[src/rtl/mem_stage.sv]
// Memory stage: req/ack data-memory access with lane steering and load extension.
// Optional misaligned-access trap enabled by defining MEM_STAGE_MISALIGN_TRAP_EN.
module mem_stage #(
    parameter int XLEN = 32
) (
    input  logic            clk,
    input  logic            rst,
    input  logic            valid_in,
    input  logic [4:0]      rd_addr_in,
    input  logic [XLEN-1:0] rd_in,
    input  logic            writeback_en_in,
    input  logic            mem_read_in,
    input  logic            mem_write_in,
    input  logic [1:0]      mem_size_in,
    input  logic            mem_unsigned_in,
    input  logic [XLEN-1:0] store_data_in,
    output logic            stall_out,
    output logic            dmem_req,
    output logic            dmem_we,
    output logic [XLEN-1:0] dmem_addr,
    output logic [XLEN-1:0] dmem_wdata,
    output logic [3:0]      dmem_wstrb,
    input  logic            dmem_ack,
    input  logic [XLEN-1:0] dmem_rdata,
    output logic            valid_out,
    output logic [4:0]      rd_addr_out,
    output logic [XLEN-1:0] rd_out,
    output logic            writeback_en_out,
    output logic            misalign_out
);

    localparam logic [0:0] S_IDLE = 1'b0;
    localparam logic [0:0] S_WAIT = 1'b1;

    logic [0:0]      state_q, state_d;
    logic            req_q, req_d;
    logic            we_q, we_d;
    logic [XLEN-1:0] addr_q, addr_d;
    logic [XLEN-1:0] wdata_q, wdata_d;
    logic [3:0]      wstrb_q, wstrb_d;
    logic [XLEN-1:0] ea_q, ea_d;
    logic [1:0]      size_q, size_d;
    logic            uns_q, uns_d;
    logic            ld_q, ld_d;
    logic [4:0]      rda_q, rda_d;
    logic            wb_q, wb_d;
    logic            vout_q, vout_d;
    logic [4:0]      rdao_q, rdao_d;
    logic [XLEN-1:0] rdo_q, rdo_d;
    logic            wbo_q, wbo_d;

    logic            is_mem;
    logic            trap;
    logic            start;
    logic            in_wait;
    logic [XLEN-1:0] st_wdata;
    logic [3:0]      st_wstrb;
    logic [7:0]      ld_byte;
    logic [15:0]     ld_half;
    logic [XLEN-1:0] ld_val;

    assign is_mem  = valid_in & (mem_read_in | mem_write_in);
    assign in_wait = (state_q == S_WAIT);

`ifdef MEM_STAGE_MISALIGN_TRAP_EN
    logic mis_q, mis_d;
    assign trap = is_mem &
                  (((mem_size_in == 2'b01) & rd_in[0]) |
                   (mem_size_in[1] & (|rd_in[1:0])));
    assign misalign_out = mis_q;
`else
    assign trap = 1'b0;
    assign misalign_out = 1'b0;
`endif

    assign start     = (state_q == S_IDLE) & is_mem & ~trap;
    assign stall_out = start | (in_wait & ~dmem_ack);

    // Store data is replicated across lanes; strobes pick the live bytes.
    always_comb begin
        st_wdata = store_data_in;
        st_wstrb = 4'b1111;
        unique case (1'b1)
            (mem_size_in == 2'b00): begin
                st_wdata = {4{store_data_in[7:0]}};
                st_wstrb = 4'b0001 << rd_in[1:0];
            end
            (mem_size_in == 2'b01): begin
                st_wdata = {2{store_data_in[15:0]}};
                st_wstrb = rd_in[1] ? 4'b1100 : 4'b0011;
            end
            default: begin
                st_wdata = store_data_in;
                st_wstrb = 4'b1111;
            end
        endcase
    end

    always_comb begin
        ld_byte = dmem_rdata[7:0];
        unique case (ea_q[1:0])
            2'b00:   ld_byte = dmem_rdata[7:0];
            2'b01:   ld_byte = dmem_rdata[15:8];
            2'b10:   ld_byte = dmem_rdata[23:16];
            default: ld_byte = dmem_rdata[31:24];
        endcase
        ld_half = ea_q[1] ? dmem_rdata[31:16] : dmem_rdata[15:0];
        ld_val  = dmem_rdata;
        unique case (1'b1)
            (size_q == 2'b00):
                ld_val = {{24{~uns_q & ld_byte[7]}}, ld_byte};
            (size_q == 2'b01):
                ld_val = {{16{~uns_q & ld_half[15]}}, ld_half};
            default:
                ld_val = dmem_rdata;
        endcase
    end

    always_comb begin
        state_d = state_q;
        req_d   = req_q;
        we_d    = we_q;
        addr_d  = addr_q;
        wdata_d = wdata_q;
        wstrb_d = wstrb_q;
        ea_d    = ea_q;
        size_d  = size_q;
        uns_d   = uns_q;
        ld_d    = ld_q;
        rda_d   = rda_q;
        wb_d    = wb_q;
        vout_d  = 1'b0;
        rdao_d  = '0;
        rdo_d   = '0;
        wbo_d   = 1'b0;
`ifdef MEM_STAGE_MISALIGN_TRAP_EN
        mis_d   = 1'b0;
`endif
        unique case (state_q)
            S_IDLE: begin
                if (start) begin
                    state_d = S_WAIT;
                    req_d   = 1'b1;
                    we_d    = mem_write_in & ~mem_read_in;
                    addr_d  = {rd_in[XLEN-1:2], 2'b00};
                    wdata_d = st_wdata;
                    wstrb_d = st_wstrb;
                    ea_d    = rd_in;
                    size_d  = mem_size_in;
                    uns_d   = mem_unsigned_in;
                    ld_d    = mem_read_in;
                    rda_d   = rd_addr_in;
                    wb_d    = writeback_en_in;
`ifdef MEM_STAGE_MISALIGN_TRAP_EN
                end else if (trap) begin
                    vout_d  = 1'b1;
                    rdao_d  = rd_addr_in;
                    rdo_d   = rd_in;
                    mis_d   = 1'b1;
`endif
                end else if (valid_in) begin
                    vout_d  = 1'b1;
                    rdao_d  = rd_addr_in;
                    rdo_d   = rd_in;
                    wbo_d   = writeback_en_in;
                end
            end
            S_WAIT: begin
                if (dmem_ack) begin
                    state_d = S_IDLE;
                    req_d   = 1'b0;
                    vout_d  = 1'b1;
                    rdao_d  = rda_q;
                    rdo_d   = ld_q ? ld_val : ea_q;
                    wbo_d   = ld_q & wb_q;
                end
            end
            default: state_d = S_IDLE;
        endcase
    end

    always_ff @(posedge clk or posedge rst) begin
        if (rst) begin
            state_q <= S_IDLE;
            req_q   <= 1'b0;
            we_q    <= 1'b0;
            addr_q  <= '0;
            wdata_q <= '0;
            wstrb_q <= '0;
            ea_q    <= '0;
            size_q  <= '0;
            uns_q   <= 1'b0;
            ld_q    <= 1'b0;
            rda_q   <= '0;
            wb_q    <= 1'b0;
            vout_q  <= 1'b0;
            rdao_q  <= '0;
            rdo_q   <= '0;
            wbo_q   <= 1'b0;
        end else begin
            state_q <= state_d;
            req_q   <= req_d;
            we_q    <= we_d;
            addr_q  <= addr_d;
            wdata_q <= wdata_d;
            wstrb_q <= wstrb_d;
            ea_q    <= ea_d;
            size_q  <= size_d;
            uns_q   <= uns_d;
            ld_q    <= ld_d;
            rda_q   <= rda_d;
            wb_q    <= wb_d;
            vout_q  <= vout_d;
            rdao_q  <= rdao_d;
            rdo_q   <= rdo_d;
            wbo_q   <= wbo_d;
        end
    end

`ifdef MEM_STAGE_MISALIGN_TRAP_EN
    always_ff @(posedge clk or posedge rst) begin
        if (rst) begin
            mis_q <= 1'b0;
        end else begin
            mis_q <= mis_d;
        end
    end
`endif

    assign dmem_req         = req_q;
    assign dmem_we          = we_q;
    assign dmem_addr        = addr_q;
    assign dmem_wdata       = wdata_q;
    assign dmem_wstrb       = wstrb_q;
    assign valid_out        = vout_q;
    assign rd_addr_out      = rdao_q;
    assign rd_out           = rdo_q;
    assign writeback_en_out = wbo_q;

endmodule

[config.mk]
export PLATFORM = sky130hd
export DESIGN_NAME = mem_stage
export DESIGN_NICKNAME = d
export VERILOG_FILES = /design/src/rtl/mem_stage.sv
export SDC_FILE = /design/constraint.sdc
export NUM_CORES = 1
export LEC_CHECK = 0
export CORE_MARGIN = 2
export CORE_UTILIZATION = 30
export CTS_CLUSTER_SIZE = 14
export DETAILED_ROUTE_END_ITERATION = 16
export PLACE_DENSITY = 0.68
export SLEW_MARGIN = 20
export SYNTH_ARGS = -nofsm -noshare
export SYNTH_HDL_FRONTEND = slang
export SYNTH_SLANG_ARGS = --single-unit
[constraint.sdc]
create_clock -name clk -period 4.66 [get_ports clk]
set_input_delay 0.466 -clock clk [delete_from_list [all_inputs] [get_ports clk]]
set_output_delay 0.466 -clock clk [all_outputs]
set_load 0.02 [all_outputs]
After elaboration in Yosys (flattened, before gate mapping)

Cells that the tools add are included.

Register bits after elaboration: 150
Bits in latches: 0
Bits in writable memories: 0
ROM bits: 0
Input bits: 111
Output and inout bits: 111
Memories: 0

Add/subtract/negate cells: 0
$mul: 0
Divide/modulo/power cells: 0
Magnitude comparators: 0
Eq/ne operators: 6
Shifts and indexed selects: 1
Mux-type cells: 29
Bitwise gates (word level): 13
Reduce and logical (&&, ||, !) cells: 5

Operators with widths:

| operator                                             | count |
|---|---|
| one-hot mux 32 bit (2 select lines)                  | 3 |
| 2-to-1 mux 32 bit                                    | 4 |
| one-hot mux 8 bit (3 select lines)                   | 1 |
| 2-to-1 mux 16 bit                                    | 1 |
| 2-to-1 mux 5 bit                                     | 3 |
| 2-to-1 mux 1 bit                                     | 10 |
| one-hot mux 5 bit (2 select lines)                   | 1 |
| one-hot mux 1 bit (2 select lines)                   | 4 |
| one-hot mux 4 bit (2 select lines)                   | 1 |
| bitwise AND 1 bit                                    | 7 |
| equality test 2 x 1 -> 1 bit (second input constant) | 3 |
| logical NOT 2 bit                                    | 3 |
| 2-to-1 mux 4 bit                                     | 1 |
| != test 2 bit (second input constant)                | 2 |
| inverter 1 bit                                       | 4 |
| AND reduction 2 bit                                  | 2 |
| << shifter 1 x 2 -> 4 bit (first input constant)     | 1 |
| equality test 2 bit (second input constant)          | 1 |
| bitwise OR 1 bit                                     | 2 |

Depth between registers and ports, before layout

Depth in word-level cells: 7
Mapped depth: 6
Depth with buffers taken out: 4

Least setup slack after synthesis

No wires, ideal clock.

Path type: input port to output port
Start: in valid_in
End: out stall_out
Arrival: 1.700 ns
Slack: 2.494 ns
Stages on the path: 5
Buffers on the path: 2
Path through: nor2b_1 -> o21ai_1 -> buf_2 -> clkbuf_1 -> o21ai_0

Cells in the longest elaborated chain, start to end: 3

RTL lines:

| item              | line | source |
|---|---|---|
| start, declared   | 8    | `input logic valid_in,` |
| bitwise AND 1 bit | 62   | `assign is_mem = valid_in & (mem_read_in \| mem_write_in);` |
| bitwise AND 1 bit | 76   | `assign start = (state_q == S_IDLE) & is_mem & ~trap;` |
| bitwise OR 1 bit  | 77   | `assign stall_out = start \| (in_wait & ~dmem_ack);` |
| end, declared     | 17   | `output logic stall_out,` |

No other way between the ends.

Worst setup path in the final report

Same ends and word-level chain as after synthesis.

==> impl_results.md <==
* Status: completed
* CTS Buffer Depth at 2
* Synth top area cells: dfrtp_1 (52%), mux2_2 (11%), buf_4 (4.3%)
* Register Area at 3000 µm²
* Io pins at about 220
* Cell Rows at 50
* Final hold vios at 0
* Commonest cells after routing, fill and taps aside: clkdlybuf4s50_1 (218), dfrtp_1 (120), nand2_1 (65)
* EDFF count, synth at 0
* Clk slew on worst S/H paths at 0.05 ns
* Register area share after synthesis at 0.524
* First-pass GRT wire length at 27.8 mm
* Worst skew pair latency at 0.42 ns
* Mapped Area at approximately 5700 µm²
* DP Cell Count at just over 900
* Vias/cell at 5.17
* Final Cell Area at 8470 µm²
* Clock tree sinks at 120
* Final Cycle Share at 0.640
* Critical path startpoint category: input port
* Fin cells at 944
* Routed Antenna Nets at 0
* Die footprint at ~20000 µm²
* Crit. End Element: primary output
* Avg Synthesized Cell Area at 11.0 µm²
* Hpwl dp at 13.2 mm
* CTS resizes at 0
* Vias in the first global route at 4754
* Post-synth ARST share at 1.00
* Vias at around 4900
* Count of yosys warnings during synthesis at 0
* Cells after Synth at 520
* Slew Limit Fails at 0
* Cell Pwr Density at 468 nW/µm²
* Critical Path AT at between 2 and 3 ns
* Multi-input gate area at 2330 µm²
* RD Place Congestion at 0.786
* Post-synth top area share at 0.524
* Most common cell after layout, fill and taps aside: clkdlybuf4s50_1
* Die Y at between 100 and 150 µm
* Filler cell count at 1768
* Min-Delay Path Class: flip-flop to flip-flop
* Synth cell types at 39
* PnR Total Power at 3960 µW
* Initial Util at 0.306
* Final Critical Period at 2.98 ns
* N_diodes at 0
* CTS HTree Levels at 4
* Slew Limit Headroom at 0.398
* Remaining DRCs at 0
* CTS Root Cell: clkbuf_16
* Drt wl/cell at 19.5 µm
* Final setup violation count at 0
* Layout area overhead at 47.9%
* Slew @ Worst Pin at ~0.9 ns
* Initial antenna violation count at 0
* Hold_buf cts at 0
* Dpl cell area at 7900 µm²
* Most used DFF post-synth: dfrtp_1
* LEAKAGE at 0.00360 µW
* Nets@finish at 810
* Fmax at 0.335 GHz
* Iter 0 DRT Violations at 358
* Unrepaired setup endpoints after global routing: no
* Setup TNS at 0 ns
* Flops & latches, synth at 120
* Cell accounting for the most synthesized area: dfrtp_1
* Die Width at 142 µm
* Routed WL at approximately 18 mm
* Crit Path Class: input port to primary output
* CP Max Fanout at 27
* First drt pass iteration count at 8
* Number of buffers added on ports at ~220
* GR Util All Layers at 0.182
* Post-CTS Setup Inserts at 0
* TritonCTS Buffers at 17
* Required @ worst endpoint at about 4.2 ns
* Std-Cell Core Area at 18700 µm²
* Max_cap viols at 0
* Largest net degree at the start of global routing at 83
* Layout cells sized above 1 at 0.141
* Global route overflow at 0
* Worst vdd ir at 0.000257 V
* TritonCTS clock tree: built
* Layout Skew at 0.00880 ns
* WHS at 0.476 ns
==> cell families after synthesis <==
group	synth area share
AOI/OAI and AO/OA	0.166
buffers and inverters	0.0723
DFF	0.524
muxes	0.156
other	0.000655
and+or+nand+nor	0.0802
==> routing by layer <==
layer,share of wire,track usage,vias up
met3,0.096,0.0727,20
met1,0.41,0.227,2406
met5,0,0,-
met4,0.017,0.0537,0
met2,0.48,0.292,225
li1,-,-,2228
==> cell type report <==
class	instances	area share
Sequential cell	120	0.355
Multi-Input combinational cell	328	0.275
Timing Repair Buffer	226	0.265
Clock buffer	22	0.0560
Tap cell	234	0.0346
Clock inverter	8	0.0115
Inverter	6	0.00325
==> power breakdown <==
| part | internal, µW | switching (µW) |
|---|---|---|
| registers | 1250 | 174 |
| logic | 620 | 622 |
| clock network | 819 | 472 |
==> final timing paths <==
| check | start | end | slack, ns | cells past startpoint |
|---|---|---|---|---|
| max | valid_in | stall_out | 1.68 | 6 |
| min | dmem_wdata[26] | dmem_wdata[26] | 0.48 | 2 |
| max reg2reg | ea_q[1] | rd_out[23] | 2.06 | 4 |
| min reg2reg | dmem_wdata[26] | dmem_wdata[26] | 0.48 | 2 |
| max in group asynchronous | rst | rda_q[0] | 3.30 | 3 |
| min in group asynchronous | rst | dmem_wdata[9] | 0.58 | 2 |
==> worst max-delay path, stage by stage <==
cell	delay, ns
clkdlybuf4s50_1	0.44
nor2b_1	0.40
o21ai_4	0.09
buf_4	0.26
o21ai_0	0.16
clkdlybuf4s50_1	0.69
==> sequential cells by signal, summed over array words and instances, names as in the netlist, 2 cells and up <==
register,count
dmem_wstrb,4
ea_q,32
dmem_wdata,32
rda_q,5
size_q,2
rd_out,32
rd_addr_out,5
==> cell usage after synthesis, types with 10 or more instances <==
cell	instances
a222oi_1	16
mux2i_1	24
nor2_1	24
a221oi_1	10
nand2_1	65
o21ai_0	43
clkbuf_1	23
buf_4	33
mux2_2	58
dfrtp_1	120
buf_2	10
a22o_1	14
a21oi_1	16
==> metrics by stage <==
step                      setup WS [ns]   util
final                              1.68  0.453
after global routing               1.50  0.453
after CTS                          1.67  0.453
after detailed placement           1.69  0.422
after global placement             1.71  0.422
after floorplan                    1.01      -
Power figures use the tool's default switching activity.
